<file path="config.mk">
export PLATFORM = sky130hd
export DESIGN_NAME = strip_frame_rx
export DESIGN_NICKNAME = d
export VERILOG_FILES = /design/src/rtl/strip_frame_rx.sv
export SDC_FILE = /design/constraint.sdc
export NUM_CORES = 1
export LEC_CHECK = 0
export BUFFER_PORTS_ARGS = -buffer_cell sky130_fd_sc_hd__buf_4
export CAP_MARGIN = 20
export CORE_ASPECT_RATIO = 1.25
export CORE_MARGIN = 10
export CORE_UTILIZATION = 38
export CTS_BUF_LIST = sky130_fd_sc_hd__clkbuf_16
export DETAILED_ROUTE_END_ITERATION = 8
export PLACE_DENSITY_LB_ADDON = 0.2
export SETUP_SLACK_MARGIN = 0.05
export SLEW_MARGIN = 0
export SYNTH_ARGS = -nofsm -noshare
export SYNTH_HDL_FRONTEND = slang
export SYNTH_SLANG_ARGS = --single-unit
</file>
<file path="constraint.sdc">
create_clock -name clk -period 4.2 [get_ports clk]
set_input_delay 1.05 -clock clk [delete_from_list [all_inputs] [get_ports clk]]
set_output_delay 1.05 -clock clk [all_outputs]
set_load 0.02 [all_outputs]
</file>
<file path="src/rtl/strip_frame_rx.sv">
// rtl/strip_frame_rx.sv - LED-strip clock/data frame receiver with pixel strobe output
// Optional: define RX_ERR_CNT_EN to add the saturating err_count output.
module strip_frame_rx #(
  parameter int NUM_LEDS   = 64,
  parameter int IDX_W      = 6,
  parameter int TIMEOUT    = 4000,
  parameter int SYNC_ZEROS = 32
) (
  input  logic             clk,
  input  logic             reset,
  input  logic             strip_clk,
  input  logic             strip_data,
  output logic             pix_valid,
  output logic [IDX_W-1:0] pix_index,
  output logic [4:0]       pix_bright,
  output logic [7:0]       pix_b,
  output logic [7:0]       pix_g,
  output logic [7:0]       pix_r,
  output logic             frame_done,
  output logic             frame_err,
`ifdef RX_ERR_CNT_EN
  output logic [7:0]       err_count,
`endif
  output logic             busy
);

  localparam int ZW = $clog2(SYNC_ZEROS + 1);
  localparam int TW = $clog2(TIMEOUT + 1);
  localparam logic [ZW-1:0]    ZERO_MAX = ZW'(SYNC_ZEROS);
  localparam logic [TW-1:0]    IDLE_MAX = TW'(TIMEOUT);
  localparam logic [IDX_W-1:0] LAST_LED = IDX_W'(NUM_LEDS - 1);

  typedef enum logic [1:0] {HUNT, SYNC, LED, TAIL} state_t;

  logic clk_s1, clk_s2, clk_d, dat_s1, dat_s2;
  logic bit_stb, bit_val;

  state_t           state, state_n;
  logic [ZW-1:0]    zero_cnt, zero_n, zero_inc;
  logic [4:0]       bit_cnt, bit_n;
  logic [31:0]      word, word_n, word_full;
  logic [IDX_W-1:0] led_cnt, led_n;
  logic [TW-1:0]    idle_cnt, idle_n;
  logic             pix_valid_n, frame_done_n, frame_err_n;
  logic [IDX_W-1:0] pix_index_n;
  logic [4:0]       pix_bright_n;
  logic [7:0]       pix_b_n, pix_g_n, pix_r_n;

  // Synchronize strip inputs and turn each strip-clock falling edge into a one-cycle bit strobe
  always_ff @(posedge clk) begin
    if (reset) begin
      clk_s1  <= 1'b0;
      clk_s2  <= 1'b0;
      clk_d   <= 1'b0;
      dat_s1  <= 1'b0;
      dat_s2  <= 1'b0;
      bit_stb <= 1'b0;
      bit_val <= 1'b0;
    end else begin
      clk_s1  <= strip_clk;
      clk_s2  <= clk_s1;
      clk_d   <= clk_s2;
      dat_s1  <= strip_data;
      dat_s2  <= dat_s1;
      bit_stb <= clk_d & ~clk_s2;
      bit_val <= dat_s2;
    end
  end

  assign zero_inc  = (zero_cnt == ZERO_MAX) ? zero_cnt : zero_cnt + 1'b1;
  assign word_full = {word[30:0], bit_val};
  assign busy      = (state != HUNT);

  // Frame decoder: next state, counters and registered pixel outputs
  always_comb begin
    state_n      = state;
    zero_n       = zero_cnt;
    bit_n        = bit_cnt;
    word_n       = word;
    led_n        = led_cnt;
    idle_n       = (idle_cnt == IDLE_MAX) ? idle_cnt : idle_cnt + 1'b1;
    pix_valid_n  = 1'b0;
    frame_done_n = 1'b0;
    frame_err_n  = 1'b0;
    pix_index_n  = pix_index;
    pix_bright_n = pix_bright;
    pix_b_n      = pix_b;
    pix_g_n      = pix_g;
    pix_r_n      = pix_r;
    if (bit_stb) begin
      idle_n = '0;
      case (state)
        HUNT, TAIL: begin
          if (bit_val) begin
            zero_n = '0;
          end else if (zero_inc == ZERO_MAX) begin
            zero_n  = '0;
            state_n = SYNC;
          end else begin
            zero_n = zero_inc;
          end
        end
        SYNC: begin
          // First 1 after the start frame is bit 31 of LED word 0
          if (bit_val) begin
            state_n = LED;
            word_n  = 32'd1;
            bit_n   = 5'd1;
            led_n   = '0;
          end
        end
        default: begin
          word_n = word_full;
          if (bit_cnt == 5'd31) begin
            bit_n = 5'd0;
            if (word_full[31:29] == 3'b111) begin
              pix_valid_n  = 1'b1;
              pix_index_n  = led_cnt;
              pix_bright_n = word_full[28:24];
              pix_b_n      = word_full[23:16];
              pix_g_n      = word_full[15:8];
              pix_r_n      = word_full[7:0];
              if (led_cnt == LAST_LED) begin
                frame_done_n = 1'b1;
                state_n      = TAIL;
                zero_n       = '0;
                led_n        = '0;
              end else begin
                led_n = led_cnt + 1'b1;
              end
            end else begin
              frame_err_n = 1'b1;
              state_n     = HUNT;
              zero_n      = '0;
              led_n       = '0;
            end
          end else begin
            bit_n = bit_cnt + 1'b1;
          end
        end
      endcase
    end else if (idle_cnt == IDLE_MAX && state != HUNT) begin
      // Strip clock stalled: abandon the frame, flag it only if a word was in progress
      frame_err_n = (state == LED) && (bit_cnt != 5'd0 || led_cnt != '0);
      state_n     = HUNT;
      zero_n      = '0;
      bit_n       = 5'd0;
      led_n       = '0;
    end
  end

  // Decoder state and output registers
  always_ff @(posedge clk) begin
    if (reset) begin
      state      <= HUNT;
      zero_cnt   <= '0;
      bit_cnt    <= 5'd0;
      word       <= 32'd0;
      led_cnt    <= '0;
      idle_cnt   <= '0;
      pix_valid  <= 1'b0;
      frame_done <= 1'b0;
      frame_err  <= 1'b0;
      pix_index  <= '0;
      pix_bright <= 5'd0;
      pix_b      <= 8'd0;
      pix_g      <= 8'd0;
      pix_r      <= 8'd0;
    end else begin
      state      <= state_n;
      zero_cnt   <= zero_n;
      bit_cnt    <= bit_n;
      word       <= word_n;
      led_cnt    <= led_n;
      idle_cnt   <= idle_n;
      pix_valid  <= pix_valid_n;
      frame_done <= frame_done_n;
      frame_err  <= frame_err_n;
      pix_index  <= pix_index_n;
      pix_bright <= pix_bright_n;
      pix_b      <= pix_b_n;
      pix_g      <= pix_g_n;
      pix_r      <= pix_r_n;
    end
  end

`ifdef RX_ERR_CNT_EN
  // Saturating count of frame_err pulses since reset
  always_ff @(posedge clk) begin
    if (reset) begin
      err_count <= 8'd0;
    end else if (frame_err && err_count != 8'hFF) begin
      err_count <= err_count + 8'd1;
    end
  end
`endif

endmodule

</file>
### After elaboration in Yosys (flattened, before gate mapping)

Index checks and enable logic that the tools add are counted.

| storage, ports and cells | value |
|---|---|
| register bits after elaboration | 107 |
| bits in latches | 0 |
| memory bits (writable) | 0 |
| memory bits (read-only) | 0 |
| bits of input ports | 4 |
| output and inout port bits | 39 |
| logic and storage cells | 109 |
| memories kept | 0 |

| cells by class | value |
|---|---|
| add/sub/neg operators | 4 |
| $mul | 0 |
| div/mod/pow operators | 0 |
| order comparisons | 0 |
| eq/ne operators | 20 |
| shifts and indexed selects | 0 |
| mux-type cells | 38 |
| bitwise gates (word level) | 7 |
| reductions and logical operators | 19 |

Operator list:

| cell | number |
|---|---|
| $mux W6 | 13 |
| $pmux W31 S2 | 1 |
| $mux W31 | 1 |
| $pmux W6 S2 | 2 |
| $mux W5 | 4 |
| $eq A6 B6 Y1 const B | 3 |
| $mux W2 | 8 |
| $add A12 B1 Y12 const B | 1 |
| $add A6 B1 Y6 const B | 2 |
| $eq A12 B12 Y1 const B | 1 |
| $reduce_and A4 Y1 | 3 |
| $pmux W5 S2 | 1 |
| $ne A3 B3 Y1 const B | 3 |
| $mux W1 | 7 |
| $reduce_or A7 Y1 | 1 |
| $ne A2 B2 Y1 const B | 3 |
| $ne A3 B1 Y1 const B | 2 |
| $not A1 Y1 | 6 |
| $reduce_and A3 Y1 | 2 |
| $reduce_and A6 Y1 | 1 |
| $reduce_bool A6 Y1 | 1 |
| $reduce_or A6 Y1 | 1 |
| $add A5 B1 Y5 const B | 1 |
| $eq A5 B5 Y1 const B | 1 |
| 15 further kinds | 19 |

### Logic depth before layout (Yosys ltp)

| depth | value |
|---|---|
| depth in word-level cells | 7 |
| depth in mapped cells | 8 |
| gate-level depth less buffers | 8 |

### Worst setup path after synthesis

No wires, ideal clock.

| path | value |
|---|---|
| path type | reg-to-reg |
| start point | reg bit_cnt[0] |
| end point | reg pix_r[0] |
| setup time | 70 ps |
| data arrival time | 1,760 ps |
| slack | 2,370 ps |
| stages on the path, launching flop included | 9 |
| path buffers | 1 |
| path through | dfxtp_1 -> ha_1 -> and3_1 -> ha_1 -> nand2_1 -> nor2_1 -> clkbuf_1 -> nand2_1 -> a21oi_1 |

| between the ends | value |
|---|---|
| word-level cells in the longest chain between the ends | 2 |

Ends and longest elaborated chain:

| item | RTL line | RTL |
|---|---|---|
| start: declaration | 40 | `logic [4:0] bit_cnt, bit_n;` |
| start signal: assignment | 172 | `bit_cnt <= bit_n;` |
| $eq A5 B5 Y1 | 114 | `if (bit_cnt == 5'd31) begin` |
| $reduce_and A4 Y1 (no line) | -- |  |
| end signal: assignment | 183 | `pix_r <= pix_r_n;` |
| end: declaration | 18 | `output logic [7:0] pix_r,` |

No other way between the ends.
A chain may end at the register's enable or synchronous reset.

### Worst setup path after layout

| path | value |
|---|---|
| start point | reg state[1] |
| end point | reg state[0] |

| between the ends | value |
|---|---|
| word-level cells in the longest chain between the ends | 4 |

Ends and longest elaborated chain:

| item | RTL line | RTL |
|---|---|---|
| start: declaration | 38 | `state_t state, state_n;` |
| start signal: assignment | 170 | `state <= state_n;` |
| $eq A2 B2 Y1 (tied with other cells) | 92 | `case (state)` |
| $reduce_or A2 Y1 or $logic_and A1 B1 Y1 (tied branches) | -- |  |
| $ne A5 B2 Y1 (no line) (tied with other cells) | -- |  |
| $reduce_and A6 Y1 (no line) or $mux W2 (tied branches) | -- |  |

Several ways; a longest one is shown, not always the timed one.

==> metrics <==
outcome=completed; largest family of logic cells by synthesized area=simple AND/OR/NAND/NOR gates; # DRC=0; CP max stage cell=nor2_2; register area share after synthesis=0.489; Synth-to-Final Area Change=17.4%; Tot GR Track Use=0.125; clk_skew=~0.0062 ns; post-CTS sizing=0; leak pwr=roughly 0.0019 uW; Worst EP required=~4.5 ns; setup_tns=0 ns; compound-gate portion of the synthesized area=0.151; Fmax=around 400 MHz; GRT Residual Overflow=0; share of layout cells above drive strength 1=0.131; Reg2Reg Depth=8; Crit path max-delay family=simple AND/OR/NAND/NOR gates; worst skew pair latency=~0.35 ns; post-route ant nets=0; I/O pins=43; FF-to-FF Start=state[1]; pre-CTS WS=between 1.5 and 2 ns; Setup Crit Path Kind=flip-flop to flip-flop; Final Cycle Share=0.591; Seq. cell area=2140 um2; Hold Path Class=flip-flop to flip-flop; Final Util=0.460; Power Total=~2000 uW; critical path arrival=between 2 and 3 ns; Simple-Gate Fraction of Synth Area=0.254; post-synthesis async set-or-reset flop share=0; Inserted Clock Buffers=9; CP Buf/Inv Count=2; PortBufs=42; Clock Path Buffers=2; Avg WL per Cell=14.3 um; maximum VDD drop=about 0.23 mV; cts hold-fix bufs=0; number of antenna repair diodes=0; Cells after Synth=around 520; Multi-input gate area=2090 um2; PD cells=just under 400 nW/um2; RSZ-0062 raised after global routing=no; largest net degree at the start of global routing=between 50 and 60; hold depth=1; MaxCap Viol Count=0; Worst Slack Setup Final=1.72 ns; GPL Wtd Cong=just over 0.8; synthesized area=4380 um2; Mapped Nets=between 500 and 600; Max stage delay on crit path=around 0.53 ns; Root Buffer=clkbuf_16; die width=116 um; crit path time final=between 2 and 2.5 ns; Reg2Reg Setup Slack=between 1.5 and 2 ns; fillers=1113; # rows=43; # Post-CTS Setup Buffers=0; Warnings, synthesis=0; # nets final=about 570; syn avg cell area=~8.4 um2; Placed Area=just under 5000 um2; first-pass GRT wire length=around 17000 um; crit-path max FO=17; synth unique cells=46; hold endpoint=bit_stb; Post-Synth Adder-Cell Area=0.0371; relative slew slack=0.605; clock-pin slew on the worst setup and hold paths=0.07 ns; flops & latches, synth=107; CTS Sinks=107; crit path capture type=flip-flop; mux cell area share after synthesis=0.00457; Post-synth EDFFs=0; crit path launch type=flip-flop; reg2reg end=state[0]; htree depth=3; Slew @ Worst Pin=about 0.59 ns; Synth Area in XOR/XNOR=0.0300; Detailed Routing Iterations Pass 1=4; Die Footprint=between 15000 and 20000 um2; core area=between 10000 and 15000 um2; Via Count=roughly 3.6k; Slew Viols, Final=0; ordered cell list for the critical path=inv_1, ha_1, nand2b_1, nor2_2, buf_4, a22oi_1, o211ai_1, mux2i_1; initial antenna violation count=0; leading register cell type out of synthesis=dfxtp_1; Final Hold Fails=0; First DRT Iteration DRCs=between 150 and 200; Starting Density=0.392; die extent in y=~140 um; fin area=approximately 5100 um2; Hold Path Origin=clk_s2; vias per std cell=between 5 and 6; number of setup violations in the final report=0; number of global-route vias before repair=approximately 3.4k; final wirelength=9910 um; Final HPWL DP=around 7000 um; CTS tree=done
layout by cell type (no fill, tap or decap), drive strengths merged, types with 2 or more instances in the layout:
cell    Yosys  routed
or3         3       3
nand2      89      89
o221a       2       2
clkbuf     24       9
o211ai      3       3
nor2b      11      11
dfxtp     107     107
nor2       65      65
xnor2       8       8
nor4        3       3
o21ai      12      12
nor3        5       5
and4bb      2       2
clkinv      0       3
buf         2      47
inv        13      14
a22oi      31      31
xor2        7       7
nand2b      9       9
nand4       9       9
and3        8       8
and4        2       2
nand3b      2       2
bufinv      0       3
mux2i       2       2
or2         2       2
nor3b       2       2
and2        3       3
a21oi      51      51
nand3      17      17
ha         13      13
per-layer routing:
| metal | track usage | share of wire | vias to the layer above |
|---|---|---|---|
| li1 | - | - | 1845 |
| met1 | 0.155 | 0.45 | 1716 |
| met2 | 0.202 | 0.49 | 47 |
| met3 | 0.0278 | 0.041 | 17 |
| met4 | 0.0554 | 0.019 | 0 |
| met5 | 0 | 0 | - |
report_power, final:
group | internal, uW | total, uW | switching (uW)
combinational | 10.8 | 34.1 | 23.4
clock | 581 | 957 | 376
sequential | 1020 | 1020 | 5.05
total | 1610 | 2020 | 404
cell type report:
| cell class | count | share of cell area |
|---|---|---|
| clock buffer | 9 | 0.0438 |
| multi-input combinational | 373 | 0.407 |
| clock inverter | 7 | 0.0221 |
| inverter | 13 | 0.00948 |
| tap | 135 | 0.0328 |
| sequential | 107 | 0.416 |
| timing repair buffer | 47 | 0.0686 |
registers in the layout (all words and copies together) (netlist names):
| register | cells |
|---|---|
| pix_valid | 1 |
| pix_r | 8 |
| state | 2 |
| word | 31 |
| zero_cnt | 6 |
| bit_cnt | 5 |
| led_cnt | 6 |
| pix_g | 8 |
| clk_d | 1 |
| dat_s2 | 1 |
| dat_s1 | 1 |
| pix_index | 6 |
| bit_val | 1 |
| clk_s2 | 1 |
| clk_s1 | 1 |
| frame_err | 1 |
| pix_bright | 5 |
| frame_done | 1 |
| idle_cnt | 12 |
| bit_stb | 1 |
| pix_b | 8 |
logic make-up (layout without fill, tap and decap cells):
family / after synthesis / in the layout
adders and majority gates: 13 / 13
muxes: 2 / 2
buffers and inverters: 39 / 76
and+or+nand+nor: 236 / 236
AOI/OAI and AO/OA: 107 / 107
DFF: 107 / 107
xor gates and xnor gates: 15 / 15
synthesized netlist by cell type, drive strengths merged, types with 2 or more instances:
library cell  count  area (um2)
o211ai            3        22.5
nor2b            11        68.8
o21ai            12        60.1
and4              2        20.0
and4bb            2        25.0
xor2              7        61.3
or2               2        12.5
nand2b            9        56.3
clkbuf           24        93.8
nor3              5        25.0
nand2            89         334
nor3b             2        26.3
nor2             65         246
and3              8        50.1
and2              3        18.8
xnor2             8        70.1
a21oi            51         255
or3               3        18.8
inv              13        48.8
buf               2        8.75
nor4              3        18.8
nand4             9        56.3
ha               13         163
dfxtp           107        2140
nand3b            2        15.0
o221a             2        22.5
mux2i             2        20.0
a22oi            31         233
nand3            17        85.1
per-stage QoR:
| stage | std cells | hold WS (ns) |
|---|---|---|
| floorplan | 519 | 0.388 |
| global placement | 675 | 0.414 |
| CTS | 691 | 0.428 |
| detailed placement | 675 | 0.415 |
| finish | 691 | 0.425 |
| global route | 691 | 0.457 |
worst max-delay path by stage:
stage | start | end | cells past startpoint
after floorplan | bit_cnt[0] | pix_r[0] | 8
after global placement | state[1] | state[1] | 8
after detailed placement | state[1] | state[1] | 8
after CTS | state[1] | state[1] | 8
after global routing | state[1] | state[1] | 8
final | state[1] | state[0] | 8
No activity file was read; power rests on OpenSTA's default activity.
